<file path="config.mk">
export PLATFORM = sky130hd
export DESIGN_NAME = sar_search_flat
export DESIGN_NICKNAME = d
export VERILOG_FILES = /design/src/rtl/sar_search_pkg.sv /design/src/rtl/sar_search_if.sv /design/src/rtl/sar_search.sv /design/src/flat_wrapper.sv
export SDC_FILE = /design/constraint.sdc
export NUM_CORES = 1
export LEC_CHECK = 0
export ABC_CLOCK_PERIOD_IN_PS = 5600
export BUFFER_PORTS_ARGS = -buffer_cell sky130_fd_sc_hd__buf_2
export CAP_MARGIN = 20
export CELL_PAD_IN_SITES_DETAIL_PLACEMENT = 0
export CELL_PAD_IN_SITES_GLOBAL_PLACEMENT = 1
export CORE_MARGIN = 2
export CORE_UTILIZATION = 45
export CTS_BUF_LIST = sky130_fd_sc_hd__clkbuf_4 sky130_fd_sc_hd__clkbuf_8 sky130_fd_sc_hd__clkbuf_16
export DETAILED_ROUTE_END_ITERATION = 10
export GPL_ROUTABILITY_DRIVEN = 1
export MAX_ROUTING_LAYER = met4
export PLACE_DENSITY = 0.91
export SYNTH_ARGS = -nofsm -noshare
export SYNTH_HDL_FRONTEND = slang
export SYNTH_SLANG_ARGS = --single-unit
</file>
<file path="constraint.sdc">
create_clock -name clk -period 5.6 [get_ports clk]
set_clock_uncertainty 0.1 [all_clocks]
set_input_delay 1.12 -clock clk [delete_from_list [all_inputs] [get_ports clk]]
set_output_delay 1.12 -clock clk [all_outputs]
set_load 0.005 [all_outputs]
</file>
<file path="src/rtl/sar_search_pkg.sv">
// Shared types and sizing helpers for the SAR search engine.
package sar_pkg;

  typedef enum logic [1:0] {
    IDLE,
    SEARCH,
    DONE
  } state_t;

  localparam int WIDTH_DEF = 4;

  function automatic int steps_w(input int w);
    return $clog2(w) + 1;
  endfunction

endpackage

</file>
<file path="src/rtl/sar_search_if.sv">
// Comparator-side and control bundle for sar_search.
// Carries err when SAR_ONEHOT_CHECK_EN is defined.
interface sar_search_if
  import sar_pkg::*;
#(
   parameter int WIDTH = WIDTH_DEF
) ();

   localparam int SW = steps_w(WIDTH);

   logic             start;
   logic             cmp_gt;
   logic             cmp_eq;
   logic             cmp_lt;
   logic [WIDTH-1:0] probe;
   logic             busy;
   logic             done;
   logic [WIDTH-1:0] result;
   logic             found;
   logic [SW-1:0]    steps;
`ifdef SAR_ONEHOT_CHECK_EN
   logic             err;

   modport master (
      output start, cmp_gt, cmp_eq, cmp_lt,
      input  probe, busy, done, result, found, steps, err
   );
   modport slave (
      input  start, cmp_gt, cmp_eq, cmp_lt,
      output probe, busy, done, result, found, steps, err
   );
`else
   modport master (
      output start, cmp_gt, cmp_eq, cmp_lt,
      input  probe, busy, done, result, found, steps
   );
   modport slave (
      input  start, cmp_gt, cmp_eq, cmp_lt,
      output probe, busy, done, result, found, steps
   );
`endif

endinterface

</file>
<file path="src/rtl/sar_search.sv">
// MSB-first successive-approximation search against a 3-way comparator.
// Define SAR_ONEHOT_CHECK_EN to abort on non-one-hot flags (err output).
module sar_search
  import sar_pkg::*;
#(
   parameter int WIDTH = WIDTH_DEF
) (
   input logic        clk,
   input logic        rst,
   sar_search_if.slave bus
);

   localparam int SW = steps_w(WIDTH);
   localparam int IW = (WIDTH > 1) ? $clog2(WIDTH) : 1;
   localparam logic [WIDTH-1:0] ONE = {{(WIDTH-1){1'b0}}, 1'b1};
   localparam logic [IW-1:0] TOP = IW'(WIDTH - 1);

   state_t           state;
   logic [WIDTH-1:0] trial;
   logic [IW-1:0]    idx;
   logic [SW-1:0]    cnt;

   logic             fin;
   logic [WIDTH-1:0] fin_res;
   logic             fin_found;
   logic [WIDTH-1:0] nxt;
   logic             bad;

`ifdef SAR_ONEHOT_CHECK_EN
   logic             err;
   assign bad     = !$onehot({bus.cmp_gt, bus.cmp_eq, bus.cmp_lt});
   assign bus.err = err;
`else
   logic unused_lt;
   assign bad       = 1'b0;
   assign unused_lt = bus.cmp_lt;
`endif

   // trial is zero outside SEARCH, so probe idles at 0
   assign bus.probe = trial;

   always_comb begin
      fin       = 1'b0;
      fin_res   = trial;
      fin_found = 1'b0;
      nxt       = trial;
      if (bad) begin
         fin     = 1'b1;
         fin_res = '0;
      end else if (bus.cmp_eq) begin
         fin       = 1'b1;
         fin_found = 1'b1;
      end else if (bus.cmp_gt) begin
         if (idx == '0) fin = 1'b1;
         else nxt = trial | (ONE << (idx - IW'(1)));
      end else begin
         if (idx == '0) begin
            fin     = 1'b1;
            fin_res = trial & ~ONE;
         end else begin
            nxt = (trial & ~(ONE << idx)) | (ONE << (idx - IW'(1)));
         end
      end
   end

   always_ff @(posedge clk or posedge rst) begin
      if (rst) begin
         state      <= IDLE;
         trial      <= '0;
         idx        <= TOP;
         cnt        <= '0;
         bus.busy   <= 1'b0;
         bus.done   <= 1'b0;
         bus.result <= '0;
         bus.found  <= 1'b0;
         bus.steps  <= '0;
`ifdef SAR_ONEHOT_CHECK_EN
         err        <= 1'b0;
`endif
      end else begin
         bus.done <= 1'b0;
         unique case (state)
            IDLE: begin
               if (bus.start) begin
                  state      <= SEARCH;
                  trial      <= ONE << TOP;
                  idx        <= TOP;
                  cnt        <= '0;
                  bus.busy   <= 1'b1;
                  bus.result <= '0;
                  bus.found  <= 1'b0;
                  bus.steps  <= '0;
`ifdef SAR_ONEHOT_CHECK_EN
                  err        <= 1'b0;
`endif
               end
            end
            SEARCH: begin
               cnt <= cnt + SW'(1);
               if (fin) begin
                  state      <= DONE;
                  trial      <= '0;
                  idx        <= TOP;
                  bus.busy   <= 1'b0;
                  bus.done   <= 1'b1;
                  bus.result <= fin_res;
                  bus.found  <= fin_found;
                  bus.steps  <= cnt + SW'(1);
`ifdef SAR_ONEHOT_CHECK_EN
                  err        <= bad;
`endif
               end else begin
                  trial <= nxt;
                  idx   <= idx - IW'(1);
               end
            end
            DONE: state <= IDLE;
            default: state <= IDLE;
         endcase
      end
   end

endmodule

</file>
<file path="src/flat_wrapper.sv">
// flat-port wrapper written by rule: the top's interface ports become plain ports
module sar_search_flat import sar_pkg::*;
#(
   parameter int WIDTH = WIDTH_DEF
)
  (clk, rst, bus_start, bus_cmp_gt, bus_cmp_eq, bus_cmp_lt, bus_probe, bus_busy, bus_done, bus_result, bus_found, bus_steps);
  sar_search_if #(.WIDTH(WIDTH)) bus_i ();
  input logic clk;
  input logic rst;
  input wire logic [$bits(bus_i.start)-1:0] bus_start;
  input wire logic [$bits(bus_i.cmp_gt)-1:0] bus_cmp_gt;
  input wire logic [$bits(bus_i.cmp_eq)-1:0] bus_cmp_eq;
  input wire logic [$bits(bus_i.cmp_lt)-1:0] bus_cmp_lt;
  output wire logic [$bits(bus_i.probe)-1:0] bus_probe;
  output wire logic [$bits(bus_i.busy)-1:0] bus_busy;
  output wire logic [$bits(bus_i.done)-1:0] bus_done;
  output wire logic [$bits(bus_i.result)-1:0] bus_result;
  output wire logic [$bits(bus_i.found)-1:0] bus_found;
  output wire logic [$bits(bus_i.steps)-1:0] bus_steps;
  assign bus_i.start = bus_start;
  assign bus_i.cmp_gt = bus_cmp_gt;
  assign bus_i.cmp_eq = bus_cmp_eq;
  assign bus_i.cmp_lt = bus_cmp_lt;
  assign bus_probe = bus_i.probe;
  assign bus_busy = bus_i.busy;
  assign bus_done = bus_i.done;
  assign bus_result = bus_i.result;
  assign bus_found = bus_i.found;
  assign bus_steps = bus_i.steps;
  sar_search #(.WIDTH(WIDTH)) u_core (.clk(clk), .rst(rst), .bus(bus_i));
endmodule
</file>
## Word-level counts from Yosys, hierarchy flattened

Cells that the tools add are included.

| word-level totals | value |
|---|---|
| bits in registers | 21 |
| output and inout bits | 14 |
| logic and storage cells | 63 |

| operators by class | value |
|---|---|
| $add $sub $neg | 2 |
| eq/ne operators | 5 |
| shift operators | 2 |
| muxes and demuxes | 34 |
| bitwise gates (word level) | 4 |
| reduce and logical (&&, ||, !) cells | 7 |

Operators with widths:

| cell | count |
|---|---|
| 2-to-1 mux 4 bit | 8 |
| one-hot mux 4 bit (2 select lines) | 2 |
| 2-to-1 mux 1 bit | 12 |
| one-hot mux 3 bit (2 select lines) | 2 |
| 2-to-1 mux 2 bit | 4 |
| OR 4 bit | 2 |
| one-hot mux 2 bit (2 select lines) | 2 |
| << shifter 1 x 2 -> 4 bit, first input constant | 2 |
| 2-to-1 mux 3 bit | 2 |
| inequality test 3 x 2 -> 1 bit, second input constant | 2 |
| bitwise AND 4 bit | 1 |
| logical NOT 2 bit | 2 |
| inverter 4 bit | 1 |
| one-hot mux 1 bit (2 select lines) | 2 |
| AND reduction 2 bit | 2 |
| AND reduction 4 bit | 1 |
| adder 3 x 1 -> 3 bit, second input constant | 1 |
| AND reduction 3 bit | 1 |
| equality test 2 x 1 -> 1 bit, second input constant | 1 |
| inequality test 2 x 1 -> 1 bit, second input constant | 1 |
| inequality test 2 bit, second input constant | 1 |
| nonzero test 2 bit | 1 |
| subtractor 2 x 1 -> 2 bit, second input constant | 1 |

## Depth between registers and ports, before layout

Gate-level depths: netlist (run 1).

| logic depth | value |
|---|---|
| depth after elaboration | 9 |
| depth in mapped cells | 5 |
| mapped depth without buffers | 5 |

## Worst setup path before layout (run 1)

No wires, ideal clock.

| path | value |
|---|---|
| kind | input to register |
| start | in bus_cmp_eq |
| end | reg u_core.trial[1], in the netlist u_core.bus.probe[1] |
| setup time | 0.066 ns |
| data arrival time | 1.888 ns |
| data required time | 5.434 ns |
| setup slack | 3.546 ns |
| cell stages on the path | 3 |
| path through | or4b_4 > o21ai_1 > a22o_1 |

| between the ends | value |
|---|---|
| word-level cells in the longest chain between the ends | 3 |
| elaborated cells between the ends (all ways) | 6 |
| classes of those cells | eq/ne (2); mux (3); reduce/logical (1) |

RTL lines:

| element | RTL line | source |
|---|---|---|
| start: declaration | flat_wrapper.sv:12 | `input wire logic [$bits(bus_i.cmp_eq)-1:0] bus_cmp_eq;` |
| 2-to-1 mux 1 bit | sar_search.sv:50 | `end else if (bus.cmp_eq) begin` |
| inequality test 3 x 2 -> 1 bit (no line) or 2-to-1 mux 4 bit (tied branches) | -- |  |
| AND reduction 4 bit (no line) or one-hot mux 4 bit (2 select lines) (tied branches) | -- |  |
| end signal: assignment | sar_search.sv:86 | `trial <= ONE << TOP;` |
| end signal: assignment | sar_search.sv:113 | `trial <= nxt;` |
| end: declaration | sar_search.sv:19 | `logic [WIDTH-1:0] trial;` |

Parallel ways exist; a longest one is shown, timed or not.
A chain may end at the register's enable or synchronous reset.

## Worst setup path after layout (run 1)

| path | value |
|---|---|
| start | reg u_core.trial[3], in the netlist u_core.bus.probe[3] |
| end | out bus_probe[3] |

RTL lines:

| element | RTL line | source |
|---|---|---|
| end: declaration | flat_wrapper.sv:14 | `output wire logic [$bits(bus_i.probe)-1:0] bus_probe;` |

No word-level cell between the ends.

==> Implementation_results.wiki, run 1 <==
{| class="wikitable"
! Metric !! Value
|-
| Run status || finished clean
|-
| Hold violation total from the final report || 0
|-
| Area after detailed placement || 1160 um2
|-
| Xor/xnor cell area share of the yosys netlist || less than 1%
|-
| Power per standard cell area || 485 nW/um2
|-
| Crit path max-delay cell type || sky130_fd_sc_hd__dfrtp_1
|-
| Worst Path Arrival || approximately 870 ps
|-
| Count of state elements after synthesis || 21
|-
| Antenna violations before repair || 0
|-
| Yosys cell types || 26
|-
| Worst hold path type || flip-flop to flip-flop
|-
| Iteration count of the initial detailed-routing pass || 4
|-
| Yosys top cell by area || sky130_fd_sc_hd__dfrtp_1
|-
| Average wire per cell in the routed design || about 14 um
|-
| Max capacitance violation total || 0
|-
| Clock period minus worst slack || about 2100 ps
|-
| Final period utilization || between 30 and 40%
|-
| Post-Route Setup TNS || 0 ps
|-
| Global-route wire length before repair || 3180 um
|-
| CP Capture Type || output port
|-
| Count of standard-cell rows || 17
|-
| Multiplexer fraction of the synthesized cell area || approximately 7.2%
|-
| CTS Buf Count || 3
|-
| GRT Total Usage || between 10% and 20%
|-
| Type of element launching the critical path || flip-flop
|-
| Cell-by-cell trace of the critical path || buf_2
|-
| Post-synth design cell area || approximately 1000 um2
|-
| Highest Clock Rate || between 400 and 500 MHz
|-
| Top cell family by delay on the critical path || flip-flops
|-
| Worst supply voltage drop on vdd || 236 uV
|-
| CP required || 4380 ps
|-
| Residual DRC count || 0
|-
| H-tree depth || 1
|-
| Critical path buffers and inverters || 1
|-
| CP max stage delay || 440 ps
|-
| Post-layout util || a little over half
|-
| Via count normalized by instance count || between 5 and 6
|-
| Overall overflow remaining after global route || 0
|-
| Synth-to-layout area growth || 13.5%
|-
| Via count of the first global-routing pass || approximately 660
|-
| Proportion of layout cells with a drive suffix above 1 || between 20% and 30%
|-
| Root buffer cell || sky130_fd_sc_hd__clkbuf_4
|-
| Sequential fraction of the synthesis area || between 50% and 60%
|-
| Sum of routed wire length over all layers || about 1900 um
|-
| Basic-gate share of the synthesized area counting and, or, nand and nor cells || 12.4%
|-
| Post-cts hold buffer count || 0
|-
| Compound-gate portion of the synthesized area || roughly 16%
|-
| Crit Path Max Fanout || 4
|-
| Largest net degree at the start of global routing || 22
|-
| Diodes inserted || 0
|-
| CTS tree || built
|-
| Main combinational cell family by area after synthesis || compound AO/OA/AOI/OAI gates
|-
| Avg Synthesized Cell Area || about 12 um2
|-
| Clock insertion delay at the later pin of the skew report || roughly 300 ps
|-
| Number of violations reported at the end of detailed-routing iteration 0 || 7
|-
| RSZ-0062 raised after global routing || no
|-
| Mapped Nets || between 100 and 150
|-
| Pwr Total || between 0.5 and 0.6 mW
|-
| Post-synth top area share || between 40% and 50%
|-
| Post-CTS Repair Setup Buffers || 0
|-
| DR vias || ~720
|-
| Commonest cells after routing, fill and taps aside || sky130_fd_sc_hd__dfrtp_1 (19), sky130_fd_sc_hd__buf_2 (18), sky130_fd_sc_hd__inv_1 (8), sky130_fd_sc_hd__ha_1 (8)
|-
| Max Transition Viols Final || 0
|-
| Die Wd || around 52 um
|-
| Yosys warning total || 0
|-
| Post-synthesis share of cell area spent on full adders, half adders and majority gates || 9.54%
|-
| Quantity of I/O buffers inserted on ports || 18
|-
| Post-synthesis cell count || 91
|-
| Final design instance area without fill || roughly 1200 um2
|-
| Area enclosed by the die boundary || approximately 2700 um2
|-
| Clock slew at the register clock pins of the worst setup and hold paths || ~120 ps
|-
| Initial core utilization || around 47%
|-
| CTS-repair resized insts || 0
|-
| Count of endpoints failing setup in the final report || 0
|-
| Cells taking the most area after synthesis || sky130_fd_sc_hd__dfrtp_1 (45%), sky130_fd_sc_hd__ha_1 (9.5%), sky130_fd_sc_hd__dfstp_2 (5.0%), sky130_fd_sc_hd__mux2_1 (4.3%), sky130_fd_sc_hd__o21ai_0 (3.3%)
|-
| Slew at the pin closest to its max-slew limit || roughly 800 ps
|-
| Critical setup path kind || flip-flop to output port
|-
| Remaining max-slew budget at the tightest pin || ~47%
|-
| Placer's final routability congestion estimate || slightly below 0.8
|-
| Boundary Pins || 20
|-
| Sink count of the clock tree || 21
|-
| Final nets || 127
|-
| Most common cell after layout, fill and taps aside || sky130_fd_sc_hd__dfrtp_1
|-
| Area of the core region || ~2200 um2
|-
| Deepest clock path buffer count || 2
|-
| Final HPWL DP || about 1400 um
|-
| Leakage Power || a little over 0.6 nW
|-
| Height of the chip || between 50 and 60 um
|-
| Number of antenna-violating nets in the routed design || 0
|-
| # fillers || 202
|}
-- through the flow --
| step | hold slack, ps | cells | worst slack, ps |
|---|---|---|---|
| after floorplan | 353 | 91 | 3550 |
| after global placement | 362 | 136 | 3280 |
| after detailed placement | 371 | 136 | 3260 |
| after CTS | 399 | 140 | 3500 |
| after global routing | 413 | 140 | 3460 |
| final | 393 | 140 | 3510 |
-- worst reg2reg max path, stage by stage (launching register included) --
cell and delay (ps):
sky130_fd_sc_hd__dfstp_2 580, sky130_fd_sc_hd__inv_1 110, sky130_fd_sc_hd__ha_1 270, sky130_fd_sc_hd__nor2_1 340, sky130_fd_sc_hd__a21oi_4 180, sky130_fd_sc_hd__mux2_1 340
-- routing by layer --
layer	up-vias	routed length, um	global-route usage, %	share of wire (%)
li1	352	-	-	-
met1	352	955	23.6	49
met2	16	895	22.9	46
met3	2	79	2.57	4.1
met4	0	12	6.41	0.62
met5	-	0	-	0
-- final cells by class --
type	instances	area (um2)	share of cell area, %
inverters	8	30.0	2.52
clock buffers	3	22.5	1.89
clock inverters	1	5.00	0.420
well taps	28	35.0	2.94
flip-flops and latches	21	528	44.3
repair buffers	18	90.1	7.56
multi-input cells	61	480	40.3
-- cell usage after synthesis --
library cell and number:
sky130_fd_sc_hd__inv_1 8, sky130_fd_sc_hd__a21oi_4 1, sky130_fd_sc_hd__a21oi_1 1, sky130_fd_sc_hd__buf_6 1, sky130_fd_sc_hd__mux2_1 4, sky130_fd_sc_hd__or4b_4 1, sky130_fd_sc_hd__o21bai_4 1, sky130_fd_sc_hd__mux2i_1 3
sky130_fd_sc_hd__a22o_1 3, sky130_fd_sc_hd__ha_1 8, sky130_fd_sc_hd__o311a_1 1, sky130_fd_sc_hd__nor2b_1 5, sky130_fd_sc_hd__nand2_1 5, sky130_fd_sc_hd__a211oi_1 1, sky130_fd_sc_hd__a22oi_1 1, sky130_fd_sc_hd__nand2b_1 3
sky130_fd_sc_hd__nor4b_2 1, sky130_fd_sc_hd__xnor2_1 1, sky130_fd_sc_hd__o21ba_2 1, sky130_fd_sc_hd__nor2_1 7, sky130_fd_sc_hd__dfstp_2 2, sky130_fd_sc_hd__and2_1 1, sky130_fd_sc_hd__a21o_1 2, sky130_fd_sc_hd__o21ai_0 7
sky130_fd_sc_hd__o21ai_1 3, sky130_fd_sc_hd__dfrtp_1 19
-- cells by family after synthesis --
logic type	count (synthesis)
DFF	21
AOI/OAI and AO/OA	22
adders and majority gates	8
muxes	7
buffers and inverters	9
xor gates and xnor gates	1
and+or+nand+nor	23
-- power by group --
part           internal (mW)  switching, mW
combinational          0.115          0.128
sequential             0.211         0.0520
clock                 0.0266         0.0453
-- sequential cells by signal, summed over array words and instances, names as in the netlist --
name / count
u_core.bus.steps: 3
u_core.bus.probe: 4
u_core.bus.done: 1
u_core.cnt: 3
u_core.bus.busy: 1
u_core.bus.found: 1
u_core.idx: 2
u_core.state: 2
u_core.bus.result: 4
-- path summary, 6_finish.rpt --
check / from / end / slack (ps) / cells past startpoint
min in group asynchronous: rst / u_core.bus.result[1] / 850 / 2
setup / recovery: u_core.bus.probe[3] / bus_probe[3] / 3510 / 1
setup reg to reg: u_core.idx[0] / u_core.bus.steps[1] / 3570 / 5
max in group asynchronous: rst / u_core.bus.done / 4060 / 2
hold reg to reg: u_core.bus.steps[0] / u_core.bus.steps[0] / 390 / 1
hold / removal: u_core.bus.steps[0] / u_core.bus.steps[0] / 390 / 1
Note: power is estimated with default switching activity, not from simulation.
==> run 2, diff against run 1 <==
ABC_CLOCK_PERIOD_IN_PS = 1900   (was 5600)
CORE_UTILIZATION = 38   (was 45)
PLACE_DENSITY = 0.83   (was 0.91)
clock period = 1.9 ns   (was 5.6 ns; I/O delays follow)
==> run 2 against run 1 <==
Net effect: sequential share of layout area is 2.8 points lower; via count up 3.5%; global-route usage is 2.0 points lower; non-clock buffer count is 9 higher; combinational power rose to 3.4 times the previous value; critical path depth rose by 4; critical endpoint is now u_core.bus.probe[2]; utilization fell by 6.5 points; largest cell class unchanged.
==> Implementation_results.wiki, run 2 (synthesis results as in run 1) <==
{| class="wikitable"
! Metric !! Value
|-
| Run status || finished clean
|-
| Critical path buffers and inverters || 1 (unchanged)
|-
| Global-route wire length before repair || 3350 um (+5.4%)
|-
| GRT Total Usage || 14.3% (-2.0 points)
|-
| Worst Setup Slack post-DPL || 29.4 ps (-3230 ps)
|-
| Residual DRC count || 0 (unchanged)
|-
| Remaining max-slew budget at the tightest pin || 77.2% (+30 points)
|-
| Antenna violations before repair || 0 (unchanged)
|-
| Via count of the first global-routing pass || 744 (+12%)
|-
| Number of violations reported at the end of detailed-routing iteration 0 || 6 (-1)
|-
| CP Capture Type || flip-flop
|-
| DR vias || 747 (+3.5%)
|-
| Height of the chip || 56.6 um (+8.1%)
|-
| Worst hold path type || input port to flip-flop
|-
| Clock period minus worst slack || approximately 1800 ps
|-
| Worst Path Arrival || 1990 ps (+1120 ps)
|-
| Post-layout util || 47.3% (-6.5 points)
|-
| Crit path capture || u_core.bus.probe[2]
|-
| Area of the core region || 2690 um2 (+21%)
|-
| Type of element launching the critical path || flip-flop
|-
| Via count normalized by instance count || 4.91 (-4.7%)
|-
| Placer's final routability congestion estimate || 0.799 (+2.3%)
|-
| H-tree depth || 1 (unchanged)
|-
| # fillers || 254 (+26%)
|-
| Worst reg2reg path depth || 5 (unchanged)
|-
| Internal power component || 1.11 mW (+220%)
|-
| CTS Buf Count || 3 (unchanged)
|-
| Most common cell after layout, fill and taps aside || sky130_fd_sc_hd__dfrtp_1
|-
| CP max stage delay || 580 ps (+140 ps)
|-
| Proportion of layout cells with a drive suffix above 1 || 32.2% (+6.3 points)
|-
| Pwr Total || 1.80 mW (+210%)
|-
| Quantity of I/O buffers inserted on ports || 18 (unchanged)
|-
| Slew at the pin closest to its max-slew limit || 341 ps (-449 ps)
|-
| Die Wd || 56.6 um (+8.1%)
|-
| Count of standard-cell rows || 19 (+2)
|-
| RSZ-0062 raised after global routing || no
|-
| Max Transition Viols Final || 0 (unchanged)
|-
| Boundary Pins || 20 (unchanged)
|-
| Deepest clock path buffer count || 2 (unchanged)
|-
| Average wire per cell in the routed design || 13.5 um (-2.4%)
|-
| Depth of the critical timing path with buffers and inverters included || 5 (+4)
|-
| Iteration count of the initial detailed-routing pass || 2 (-2)
|-
| CTS tree || built
|-
| Critical setup path kind || flip-flop to flip-flop
|-
| Root buffer cell || sky130_fd_sc_hd__clkbuf_4
|-
| Largest net degree at the start of global routing || 22 (unchanged)
|-
| Worst setup startpoint || u_core.idx[1]
|-
| Hold violation total from the final report || 0 (unchanged)
|-
| Diodes inserted || 0 (unchanged)
|-
| Gate power share || 46.0% (+3.9 points)
|-
| R2r endpoint || u_core.bus.probe[2]
|-
| Crit path max-delay cell type || sky130_fd_sc_hd__or4b_4
|-
| Area enclosed by the die boundary || 3200 um2 (+17%)
|-
| Count of endpoints failing setup in the final report || 0 (unchanged)
|-
| Minimum setup slack in the final design || 62.7 ps (-3440 ps)
|-
| Top cell family by delay on the critical path || simple AND/OR/NAND/NOR gates
|-
| Highest Clock Rate || between 500 and 600 MHz
|-
| Sum of routed wire length over all layers || 2060 um (+5.9%)
|-
| Cell-by-cell trace of the critical path || inv_1 > ha_2 > or4b_4 > o21ai_2 > a22o_1
|-
| Worst supply voltage drop on vdd || 822 uV (+250%)
|-
| Post-Route Setup TNS || 0 ps (unchanged)
|-
| Max capacitance violation total || 0 (unchanged)
|-
| Worst hold slack || 264 ps (-129 ps)
|-
| Net Switching || 0.687 mW (+200%)
|-
| Initial core utilization || 39.1% (-8.4 points)
|-
| Final nets || 136 (+7.1%)
|-
| Setup slack on the worst flop-to-flop path || 60 ps (-3510 ps)
|-
| Switching share of power || 38.2% (-0.79 points)
|-
| Relative contribution of the clock network to total power || 12.0% (-0.4 points)
|-
| Leakage Power || 0.661 nW (+6.8%)
|-
| Commonest cells after routing, fill and taps aside || sky130_fd_sc_hd__dfrtp_1 (19), sky130_fd_sc_hd__buf_2 (18), sky130_fd_sc_hd__inv_1 (8), sky130_fd_sc_hd__buf_4 (8)
|-
| Worst r2r src || u_core.idx[1]
|-
| Clock insertion delay at the later pin of the skew report || 300 ps (about the same)
|-
| Fraction of power consumed by sequential logic || 42.0% (-3.4 points)
|-
| Clock slew at the register clock pins of the worst setup and hold paths || 120 ps (about the same)
|-
| Number of antenna-violating nets in the routed design || 0 (unchanged)
|-
| Crit Path Max Fanout || 4 (unchanged)
|-
| CP required || 2050 ps (-2330 ps)
|-
| Final HPWL DP || 1500 um (+6.7%)
|-
| Final period utilization || around 97%
|-
| Power per standard cell area || 1410 nW/um2 (+190%)
|-
| Synth-to-layout area growth || 21.1%
|-
| Sink count of the clock tree || 21 (unchanged)
|-
| Overall overflow remaining after global route || 0 (unchanged)
|}
[run 2: cell count changes in the layout (fill, tap and decap cells not counted), sizes merged]
cell and change:
buf +8, dlygate4sd3 +1
[run 2: timing repair]
item                                   4_1_cts  5_1_grt
endpoints found under the hold margin       19        0
resized for setup                            0        2
pin swaps                                    0        0
setup endpoints to repair                    1        2
setup buffers                                1        0
hold buffers                                 1        0
[run 2: worst min path at each step]
stage / end / cells past startpoint / start / slack, ps
6_report: u_core.state[0] / 3 / bus_start / 260
5_1_grt: u_core.bus.found / 3 / bus_cmp_eq / 260
4_1_cts: u_core.state[0] / 3 / bus_start / 260
3_5_place_dp: u_core.bus.steps[2] / 3 / rst / 330
3_3_place_gp: u_core.bus.steps[2] / 3 / rst / 320
2_1_floorplan: u_core.bus.busy / 1 / rst / 260
[run 2: layer usage]
metal	vias to the layer above	GRT usage, %	wire (um)
li1	368	-	-
met1	364	17.8	963
met2	13	22.3	998
met3	2	4.84	83
met4	0	4.08	13
met5	-	-	0
[run 2: power by group through the flow]
stage          clock network [mW]  logic [mW]  registers [mW]
2_1_floorplan                   0       0.538           0.741
3_3_place_gp                    0       0.775           0.762
3_5_place_dp                    0       0.801           0.772
4_1_cts                     0.223       0.832           0.756
5_1_grt                     0.245       0.922           0.778
6_report                    0.215       0.828           0.755
[run 2: final cells by class]
cell class	instances	area [um2]	area share, %
clock buffers	3	22.5	1.77
repair buffers	27	160	12.6
flip-flops and latches	21	528	41.5
clock inverters	1	5.00	0.394
inverters	8	30.0	2.36
well taps	31	38.8	3.05
multi-input cells	61	487	38.3
[run 2: worst reg2reg max path, cell delays in order, from the launching register on]
cell                      delay [ps]
sky130_fd_sc_hd__dfstp_2         550
sky130_fd_sc_hd__inv_1            80
sky130_fd_sc_hd__ha_2            200
sky130_fd_sc_hd__or4b_4          580
sky130_fd_sc_hd__o21ai_2         150
sky130_fd_sc_hd__a22o_1          130
[run 2: metrics by stage]
| stage | instance area, um2 | std cells |
|---|---|---|
| after floorplan | 1050 | 91 |
| after global placement | 1220 | 146 |
| after detailed placement | 1220 | 146 |
| after CTS | 1260 | 152 |
| after global routing | 1270 | 152 |
| final | 1270 | 152 |
